<file path="config.mk">
export PLATFORM = sky130hd
export DESIGN_NAME = fb_pixel_writer
export DESIGN_NICKNAME = d
export VERILOG_FILES = /design/src/rtl/fb_pixel_writer.sv
export SDC_FILE = /design/constraint.sdc
export NUM_CORES = 1
export LEC_CHECK = 0
export BUFFER_PORTS_ARGS = -buffer_cell sky130_fd_sc_hd__buf_2
export CORE_MARGIN = 4
export CORE_UTILIZATION = 35
export DETAILED_ROUTE_END_ITERATION = 16
export PLACE_DENSITY_LB_ADDON = 0.05
export REMOVE_ABC_BUFFERS = 1
export SETUP_SLACK_MARGIN = 0.1
export SYNTH_ARGS = -nofsm -noshare
export SYNTH_HDL_FRONTEND = slang
export SYNTH_SLANG_ARGS = --single-unit
export TNS_END_PERCENT = 100
</file>
<file path="constraint.sdc">
create_clock -name clk -period 6.95 [get_ports clk]
set_input_delay 0.3475 -clock clk [delete_from_list [all_inputs] [get_ports clk]]
set_output_delay 0.3475 -clock clk [all_outputs]
set_load 0.1 [all_outputs]
</file>
<file path="src/rtl/fb_pixel_writer.sv">
// Frame-buffer write stage: linearises (x, y) pixels into SRAM word addresses,
// queues them in a small FIFO and swaps double-buffer offsets during vertical blank.
module fb_pixel_writer #(
    parameter int WIDTH  = 800,
    parameter int HEIGHT = 600,
    parameter int DEPTH  = 4
) (
    input  logic        clk,
    input  logic        reset_n,
    input  logic        pix_valid,
    output logic        pix_ready,
    input  logic [9:0]  pix_x,
    input  logic [9:0]  pix_y,
    input  logic [23:0] pix_rgb,
    input  logic        pix_last,
    input  logic        swap_ok,
    output logic        sram_wr_en,
    input  logic        sram_wr_ready,
    output logic [18:0] sram_wr_addr,
    output logic [31:0] sram_wr_data,
    output logic        wr_addr_offset,
    output logic        rd_addr_offset,
    output logic        frame_done,
    output logic [15:0] drop_cnt
);

    localparam int PW = $clog2(DEPTH);

    typedef enum logic [1:0] {
        FILL      = 2'd0,
        DRAIN     = 2'd1,
        SWAP_WAIT = 2'd2
    } state_t;

    state_t        state_q, state_d;
    logic [50:0]   mem_q [DEPTH];
    logic [PW:0]   wptr_q, wptr_d;
    logic [PW:0]   rptr_q, rptr_d;
    logic          wr_off_q, wr_off_d;
    logic          frame_done_q, frame_done_d;
    logic [15:0]   drop_q, drop_d;

    logic          fifo_empty, fifo_full;
    logic          hs, in_range, push, pop;
    logic [18:0]   lin_addr;
    logic [50:0]   head;

    // Extra pointer bit separates the full case from the empty case.
    assign fifo_empty = (wptr_q == rptr_q);
    assign fifo_full  = (wptr_q[PW] != rptr_q[PW]) && (wptr_q[PW-1:0] == rptr_q[PW-1:0]);

    assign pix_ready = (state_q == FILL) && !fifo_full;
    assign hs        = pix_valid && pix_ready;
    assign in_range  = (pix_x < 10'(WIDTH)) && (pix_y < 10'(HEIGHT));
    assign push      = hs && in_range;
    assign pop       = !fifo_empty && sram_wr_ready;
    assign lin_addr  = 19'(pix_y) * 19'(WIDTH) + 19'(pix_x);

    assign head           = mem_q[rptr_q[PW-1:0]];
    assign sram_wr_en     = !fifo_empty;
    assign sram_wr_addr   = head[50:32];
    assign sram_wr_data   = head[31:0];
    assign wr_addr_offset = wr_off_q;
    assign rd_addr_offset = !wr_off_q;
    assign frame_done     = frame_done_q;
    assign drop_cnt       = drop_q;

    always_comb begin
        state_d      = state_q;
        wptr_d       = wptr_q + (push ? 1'b1 : 1'b0);
        rptr_d       = rptr_q + (pop ? 1'b1 : 1'b0);
        wr_off_d     = wr_off_q;
        frame_done_d = 1'b0;
        drop_d       = drop_q;

        if (hs && !in_range && (drop_q != 16'hFFFF))
            drop_d = drop_q + 16'd1;

        case (state_q)
            FILL: begin
                if (hs && pix_last)
                    state_d = DRAIN;
            end
            DRAIN: begin
                // Judged on post-pop occupancy so the final pop moves on immediately.
                if (wptr_d == rptr_d)
                    state_d = SWAP_WAIT;
            end
            SWAP_WAIT: begin
                if (swap_ok) begin
                    state_d      = FILL;
                    wr_off_d     = !wr_off_q;
                    frame_done_d = 1'b1;
                end
            end
            default: state_d = FILL;
        endcase
    end

    always_ff @(posedge clk or negedge reset_n) begin
        if (!reset_n) begin
            state_q      <= FILL;
            wptr_q       <= '0;
            rptr_q       <= '0;
            wr_off_q     <= 1'b1;
            frame_done_q <= 1'b0;
            drop_q       <= '0;
            for (int i = 0; i < DEPTH; i++)
                mem_q[i] <= '0;
        end else begin
            state_q      <= state_d;
            wptr_q       <= wptr_d;
            rptr_q       <= rptr_d;
            wr_off_q     <= wr_off_d;
            frame_done_q <= frame_done_d;
            drop_q       <= drop_d;
            if (push)
                mem_q[wptr_q[PW-1:0]] <= {lin_addr, 8'h00, pix_rgb};
        end
    end

endmodule

</file>
==> flow_metrics.tcl, run 1 <==
set metrics [dict create \
    ff2ff_path_depth 7 \
    path_clk_slew_ns 0.08 \
    critPathKind "reg -> reg" \
    grt_pass1_wl_mm 36.92 \
    top_layer "met4" \
    via_per_inst 4.846 \
    start_util 0.3557 \
    critPathSlowestCell "dfrtp_4" \
    status "complete, no violations" \
    fmax_mhz 269.7 \
    coreArea_mm2 0.02778 \
    tightestPinTransition_ns 1.065 \
    h-tree-depth 4 \
    pin_count 122 \
    synth_seq_cells 198 \
    drtPass1Iterations 4 \
    wirelength_met1_mm 10.33 \
    wirelength_mm 22.32 \
    r2r_slack_ns 3.24 \
    root_buffer "clkbuf_16" \
    port_buffers 113 \
    nets 1020 \
    fin_crit_ns 3.708 \
    async_flop_share 1.000 \
    placementRows 61 \
    cts_hold_buf 0 \
    finClkSkew_ns 0.01249 \
    rsz0062_at_grt "false" \
    drt_iter0_drc 287 \
    num_vias 6343 \
    setup_violations 0 \
    grtUsageTotal 0.1494 \
    post-dp-hpwl_mm 14.69 \
    final_common_cell "dfrtp_1" \
    die_w_um 176.0 \
    clock_latency_ns 0.42 \
    crit_path_cell_trace "xor2_1, o31ai_1, nor3_2, and2b_2, nand3b_1, buf_12, mux2_2" \
    grt_max_degree 127 \
    drtAntennaViolNets 0 \
    drv_cap 0 \
    post_cts_resized 0 \
    syn_to_final_growth_pct 15.12 \
    max_stage_delay_ns 1.08 \
    cts_buffers 17 \
    worstPathRequired_ns 7.26 \
    wl_per_cell_um 17.05 \
    netlist_instances 818 \
    die_area_mm2 0.03099 \
    wl_met2_mm 10.99 \
    fin_crit_sh 0.5335 \
    fp.dieH_um 176.0 \
    cpLargestDelayFamily "simple AND/OR/NAND/NOR gates" \
    antenna_found_initial 0 \
    post_cts_buffers 0 \
    r2r_start "rptr_q[0]" \
    clock_sinks 198 \
    gp_congestion 0.7628 \
    first_global_vias 6929 \
    cts_tree "done" \
    synth_seq_area_share 0.5015 \
    fin_tns_setup_ns 0 \
    r2r_end "mem_q[116]" \
    synth-edff-count 0 \
    cp-end-kind "flop" \
    met3_length_um 829 \
    maxSlewViolCount 0 \
    synth_area_mm2 0.009882 \
    grt_overflow 0 \
    drive_above_1_share 0.2879 \
    drc 0 \
    hp-class "in -> async" \
    synthFlopType "dfrtp_1" \
    crit_fanout 45 \
    yosysUniqueCellTypes 48 \
    crit_arrival_ns 4.01 \
    clockBufferDepth 2 \
    worst-path-buf-inv 1 \
    syn-mean-instance-area_um2 12.08 \
    diodes 0 \
    report.final.hold_viol_count 0 \
    layout_common_cells "195 x dfrtp_1, 162 x nand2_1, 112 x buf_2" \
    max-slew-margin-rel 0.2882 \
    cp-start-kind "flop" \
    yosysWarnings 0 \
]
[worst max-delay path by stage]
stage / slack [ns] / depth (start not counted) / from / end
finish: 3.24 / 7 / rptr_q[0] / mem_q[116]
global route: 2.87 / 7 / rptr_q[0] / mem_q[116]
CTS: 3.08 / 7 / rptr_q[0] / mem_q[116]
detailed placement: 3.12 / 7 / rptr_q[0] / mem_q[116]
global placement: 3.19 / 7 / rptr_q[0] / mem_q[109]
floorplan: 2.36 / 11 / rptr_q[0] / state_q[0]
[layout make-up]
type / instances / area, um^2
inverters: 32 / 120.1
multi-input cells: 549 / 4566
clock inverters: 14 / 187.7
flip-flops and latches: 198 / 4961
fillers: 2698 / 16410
clock buffers: 18 / 429.2
well taps: 378 / 473.0
repair buffers: 120 / 639.4
[kinds of logic after synthesis]
family | Yosys count | share of synthesized area
simple gates | 227 | 0.1003
flops | 198 | 0.5015
mux | 135 | 0.2028
compound gates | 84 | 0.04659
buf+inv | 78 | 0.03988
fa+ha+maj | 52 | 0.07040
xor+xnor | 43 | 0.03811
other cells | 1 | 0.0003795
[cells in the mapped netlist, types with 5 or more instances]
| library cell | number | area [um^2] |
|---|---|---|
| dfrtp_1 | 197 | 4930 |
| xnor2_1 | 28 | 245.2 |
| ha_1 | 46 | 575.6 |
| o21ai_0 | 59 | 295.3 |
| fa_1 | 6 | 120.1 |
| nor3_1 | 7 | 35.03 |
| nand2b_1 | 5 | 31.28 |
| inv_1 | 32 | 120.1 |
| mux2_2 | 64 | 720.7 |
| clkbuf_1 | 7 | 26.28 |
| xor2_1 | 15 | 131.4 |
| nand4_1 | 6 | 37.54 |
| a21oi_1 | 11 | 55.05 |
| nand2_1 | 163 | 611.8 |
| mux4_2 | 43 | 968.4 |
| buf_4 | 14 | 105.1 |
| nand3_1 | 9 | 45.04 |
| buf_1 | 6 | 22.52 |
| buf_2 | 15 | 75.07 |
| nor2_1 | 14 | 52.55 |
| mux2_1 | 28 | 315.3 |
[per-layer routing]
layer,vias to the layer above,global-route usage
met5,-,0
met4,0,0.03054
met3,9,0.02955
met2,123,0.2526
met1,3190,0.2018
li1,3021,-
[worst reg2reg max path: stages, from the launching register on]
cell and delay, ns:
dfrtp_4 1.08, xor2_1 0.24, o31ai_1 0.40, nor3_2 0.09, and2b_2 0.26, nand3b_1 0.80, buf_12 0.33, mux2_2 0.38
[per-stage QoR]
| stage | area, um^2 | worst slack (ns) | hold WS [ns] | cells | util |
|---|---|---|---|---|---|
| global placement | 10760 | 3.188 | 0.4520 | 1277 | 0.3873 |
| global route | 11380 | 2.867 | 0.1194 | 1309 | 0.4095 |
| finish | 11380 | 3.242 | 0.04675 | 1309 | 0.4095 |
| CTS | 11380 | 3.082 | 0.1128 | 1309 | 0.4095 |
| floorplan | 9634 | 2.360 | 0.05191 | 779 | - |
| detailed placement | 10760 | 3.120 | 0.4575 | 1277 | 0.3873 |
[state kept, by name, summed over array words and instances, names as in the netlist]
register / cells
mem_q: 172
drop_cnt: 16
rptr_q: 3
wptr_q: 3
state_q: 2
frame_done: 1
wr_addr_offset: 1
Power of run 1 is left out: the tool's default activity adds up to more than one toggle a clock period on the data nets, which glitch-free logic cannot reach.
==> run 2: changes to the inputs <==
- ABC_AREA: not set -> 1
- clock period: 6.95 -> 3.3 ns (I/O delays scaled with it)
==> flow_metrics.tcl, run 2 <==
set metrics [dict create \
    async_flop_share 1.000 \
    fillers 3179 \
    synth_top_family_by_area "simple AND/OR/NAND/NOR gates" \
    cts_tree "done" \
    synth_seq_cells 198 \
    die_area_mm2 0.03285 \
    diodes 0 \
    gp_congestion 0.7828 \
    final_cells 1792 \
    worst-path-buf-inv 3 \
    fp.dieH_um 181.2 \
    synth_seq_area_share 0.4718 \
    yosysWarnings 0 \
    drv_cap 0 \
    crit_fanout 24 \
    fin_crit_sh 0.8225 \
    grt_overflow 0 \
    max_stage_delay_ns 0.60 \
    drc 0 \
    post_cts_buffers 0 \
    synthFlopType "dfrtp_1" \
    root_buffer "clkbuf_16" \
    clockBufferDepth 2 \
    netlist_instances 1297 \
    cts_buffers 17 \
    grtUsageTotal 0.1688 \
    port_buffers 113 \
    critPathKind "reg -> out" \
    wl_per_cell_um 15.23 \
    via_per_inst 4.741 \
    yosys.area_share.simple 0.2135 \
    crit_path_cell_trace "inv_2, buf_4, o21ai_0, o22ai_1, buf_2" \
    grt_pass1_wl_mm 45.40 \
    synthMuxAreaShare 0 \
    rsz0062_at_grt "false" \
    grt_max_degree 93 \
    synth_compound_area_frac 0.1401 \
    nets 1491 \
    synth-edff-count 0 \
    cp-start-kind "flop" \
    worstPathRequired_ns 3.13 \
    synth_area_mm2 0.01050 \
    yosys.area.top_type "dfrtp_1" \
    post-dp-hpwl_mm 17.55 \
    wirelength_mm 27.29 \
    synth_top_area_frac 0.4693 \
    critPathSlowestCell "dfrtp_2" \
    place_inst 1756 \
    h-tree-depth 4 \
    syn-mean-instance-area_um2 8.099 \
    post_cts_resized 0 \
    fmax_mhz 368.4 \
    cpLargestDelayFamily "buffers and inverters" \
    drt_iter0_drc 534 \
    drtPass1Iterations 5 \
    die_w_um 181.2 \
    largest-register "mem_q" \
    synthAdderAreaFrac 0.06623 \
    yosysUniqueCellTypes 37 \
    report.final.hold_viol_count 0 \
    path_clk_slew_ns 0.08 \
    fin_tns_setup_ns 0 \
    setup_violations 0 \
    layout_common_cells "357 x nand2_1, 196 x dfrtp_1, 119 x nor2_1, 119 x o21ai_1, 103 x o21ai_0" \
    drive_above_1_share 0.1312 \
    clock_sinks 198 \
    r2r_slack_ns 0.76 \
    clock_latency_ns 0.44 \
    syn_to_final_growth_pct 15.38 \
    fin_crit_ns 2.714 \
    synthTopCellsByArea "dfrtp_1 47%, nand2_1 13%, o21ai_1 5.7%, ha_1 5.5%, o21ai_0 4.9%" \
    hp-class "in -> reg" \
    max-slew-margin-rel 0.4037 \
    start_util 0.3544 \
    utilization 0.4089 \
    largest_reg_flops 172 \
    maxSlewViolCount 0 \
    first_global_vias 8492 \
    status "complete, no violations" \
    antenna_found_initial 0 \
    placementRows 63 \
    coreArea_mm2 0.02964 \
    pin_count 122 \
    crit_arrival_ns 2.55 \
    cp-end-kind "primary output" \
    synth_common_cells "357 x nand2_1, 197 x dfrtp_1, 119 x nor2_1, 119 x o21ai_1" \
    synth-xor-area-share 0.02585 \
    cts_hold_buf 4 \
    num_vias 8495 \
    drtAntennaViolNets 0 \
    final_common_cell "nand2_1" \
    tightestPinTransition_ns 0.8944 \
    finClkSkew_ns 0.01158 \
    synth_most_common_cell "nand2_1" \
]
## run 2: cell types whose count changed after synthesis, moves of 12 or more
| cell | change |
|---|---|
| mux4_2 | -43 |
| nand2_1 | +194 |
| mux2_2 | -64 |
| o22ai_1 | +44 |
| buf_6 | +15 |
| nor2_1 | +105 |
| nand3_1 | +48 |
| xnor2_1 | -12 |
| inv_1 | +71 |
| o21ai_1 | +117 |
| clkbuf_1 | +27 |
| mux2_1 | -28 |
| o21ai_0 | +44 |
## run 2: tightest hold or removal path, cell delays in order
cell	delay [ns]
buf_2	0.07
inv_1	0.06
o21ai_1	0.13
## run 2: final timing paths
path	from	endpoint	depth (start not counted)
setup reg to reg	rptr_q[0]	mem_q[151]	9
max in group asynchronous	reset_n	mem_q[114]	3
setup / recovery	rptr_q[0]	sram_wr_data[23]	5
hold / removal	pix_rgb[16]	mem_q[16]	3
hold reg to reg	mem_q[90]	mem_q[90]	2
min in group asynchronous	reset_n	mem_q[11]	2
## run 2: final cells by class
| type | count | area (um^2) | share of cell area |
|---|---|---|---|
| Clock buffer | 19 | 442.9 | 0.03655 |
| Clock inverter | 13 | 140.1 | 0.01156 |
| Inverter | 108 | 405.4 | 0.03345 |
| Multi-Input combinational cell | 926 | 4711 | 0.3887 |
| Sequential cell | 198 | 4957 | 0.4090 |
| Tap cell | 390 | 488.0 | 0.04026 |
| Timing Repair Buffer | 138 | 974.7 | 0.08043 |
## run 2: layer usage
layer / track usage / wire length, um / up-vias / share of wire
li1: - / - / 4374 / -
met1: 0.2416 / 13780 / 3985 / 0.51
met2: 0.2687 / 12350 / 128 / 0.45
met3: 0.03362 / 999 / 8 / 0.037
met4: 0.03242 / 150 / 0 / 0.0055
met5: 0 / 0 / - / 0
## run 2: cells by family (layout without fill, tap and decap cells)
logic type,count (synthesis),after routing
adders and majority gates,52,52
DFF,198,198
buffers and inverters,180,278
xor gates and xnor gates,31,31
and+or+nand+nor,555,555
AOI/OAI and AO/OA,280,280
other,1,8
## run 2: through the flow
stage / area (um^2) / hold slack [ns] / setup WS [ns]
after floorplan: 10070 / -0.1306 / -0.9606
after global placement: 11500 / 0.3197 / 0.2487
after detailed placement: 11500 / 0.3147 / 0.1982
after CTS: 12120 / 0.007625 / 0.5483
after global routing: 12120 / 0.005862 / 0.3978
final: 12120 / 0.02747 / 0.5858
Power of run 2 is left out for the same reason.
==> run 3: changes to the inputs <==
- clock period: 3.3 -> 2.65 ns (I/O delays scaled with it)
==> flow_metrics.tcl, run 3 (synthesized netlist as in run 2, its figures left out) <==
set metrics [dict create \
    status "complete, no violations" \
    cp_common_cell "buf_12" \
    post-dp-hpwl_mm 17.62 \
    crit_fanout 88 \
    max-slew-margin-rel 0.5459 \
    wl_per_cell_um 14.90 \
    worstPathRequired_ns 2.52 \
    drive_above_1_share 0.1869 \
    largest_reg_flops 172 \
    wirelength_mm 27.73 \
    final_common_cell "nand2_1" \
    r2r_start "wptr_q[1]" \
    diodes 0 \
    design_area_mm2 0.01303 \
    crit_arrival_ns 2.32 \
    fp.dieH_um 181.2 \
    drt_iter0_drc 537 \
    post_cts_buffers 0 \
    crit_path_cell_trace "buf_12, inv_2, buf_12, o21ai_0, o22ai_1, buf_2" \
    nets 1560 \
    rsz0062_at_grt "true" \
    coreArea_mm2 0.02964 \
    root_buffer "clkbuf_16" \
    max_stage_delay_ns 0.47 \
    setup_violations 0 \
    layout_common_cells "340 x nand2_1, 196 x dfrtp_1, 119 x o21ai_1" \
    clock_sinks 198 \
    finClkSkew_ns 0.01349 \
    clock_latency_ns 0.44 \
    gp_congestion 0.7768 \
    grtUsageTotal 0.1737 \
    grt_overflow 0 \
    start_util 0.3544 \
    holdCritStartpoint "pix_rgb[6]" \
    critPathSlowestCell "buf_2" \
    largest-register "mem_q" \
    hp-class "in -> reg" \
    cts_buffers 17 \
    cp-start-kind "flop" \
    cp-end-kind "primary output" \
    num_vias 8835 \
    utilization 0.4397 \
    tightestPinTransition_ns 0.6812 \
    critPathKind "reg -> out" \
    fin_crit_sh 0.9265 \
    grt_pass1_wl_mm 46.91 \
    pin_count 122 \
    port_buffers 113 \
    antenna_found_initial 0 \
    die_area_mm2 0.03285 \
    clockBufferDepth 2 \
    cpLargestDelayFamily "buffers and inverters" \
    place_area_mm2 0.01190 \
    drtAntennaViolNets 0 \
    via_per_inst 4.747 \
    placementRows 63 \
    fmax_mhz 407.3 \
    syn_to_final_growth_pct 24.07 \
    drc 0 \
    drtPass1Iterations 4 \
    cts_tree "done" \
    grt_max_degree 89 \
    worst-path-buf-inv 4 \
    drv_cap 0 \
    maxSlewViolCount 0 \
    report.final.hold_viol_count 0 \
    fillers 3104 \
    first_global_vias 8959 \
    h-tree-depth 4 \
    fin_crit_ns 2.455 \
    die_w_um 181.2 \
    path_clk_slew_ns 0.08 \
    crit_start "rptr_q[0]" \
]
[run 3: changes by cell type in the layout (fill, tap and decap cells not counted), moves of 5 or more]
| cell | previous run | this run |
|---|---|---|
| buf_12 | 14 | 20 |
| buf_2 | 101 | 90 |
| buf_4 | 18 | 57 |
| clkbuf_4 | 0 | 9 |
| dlygate4sd3_1 | 4 | 30 |
| nand2_1 | 357 | 340 |
| nand2_2 | 5 | 19 |
| nand3_1 | 57 | 52 |
| nor2_1 | 119 | 108 |
| nor2_2 | 1 | 9 |
[run 3: per-layer routing]
metal  up-vias  wire [um]  GRT usage
met2       119      12690     0.2814
met1      4166      13740     0.2457
met4         0        244    0.03603
met3        14       1057    0.03100
li1       4536          -          -
met5         -          0          0
[run 3: repair_timing]
item,4_1_cts,5_1_grt
hold buffers,30,0
setup endpoints to repair,10,38
resized for setup,2,64
pin swaps,0,13
hold endpoints to repair,162,0
[run 3: cell type report]
class	instances	area (um^2)	area share
flip-flops and latches	198	4957	0.3804
well taps	390	488.0	0.03744
clock buffers	18	439.2	0.03370
inverters	108	405.4	0.03111
repair buffers	207	1660	0.1274
multi-input cells	926	4922	0.3777
clock inverters	14	160.2	0.01229
[run 3: worst reg2reg max path, stage by stage, from the launching register on]
cell	delay (ns)
dfrtp_1	0.45
xnor2_1	0.19
and2_4	0.17
nand2_2	0.07
nand3_4	0.11
nor2_8	0.04
buf_4	0.15
nand2_2	0.08
buf_4	0.21
clkinv_1	0.36
nand3_1	0.21
nand2_1	0.07
[run 3: per-stage QoR]
stage / setup slack [ns] / setup TNS [ns] / std cells / hold slack, ns
2_1_floorplan: -1.578 / -161.91 / 1232 / -0.1631
3_3_place_gp: -0.3705 / -8.121 / 1799 / 0.2485
3_5_place_dp: -0.4479 / -9.259 / 1799 / 0.2360
4_1_cts: 0.1097 / 0 / 1861 / 0.005413
5_1_grt: 0.06379 / 0 / 1861 / 0.01583
6_report: 0.1949 / 0 / 1861 / 0.01585
[run 3: path summary, 6_finish.rpt]
| check | endpoint | slack [ns] | depth (start not counted) |
|---|---|---|---|
| worst max-delay path | sram_wr_data[20] | 0.19 | 6 |
| worst min-delay path | mem_q[159] | 0.02 | 3 |
| worst max register to register | mem_q[151] | 0.42 | 11 |
| worst min register to register | mem_q[44] | 0.47 | 2 |
| max in group asynchronous | wr_addr_offset | 1.58 | 3 |
| min in group asynchronous | mem_q[11] | 0.30 | 2 |
Power of run 3 is left out for the same reason.
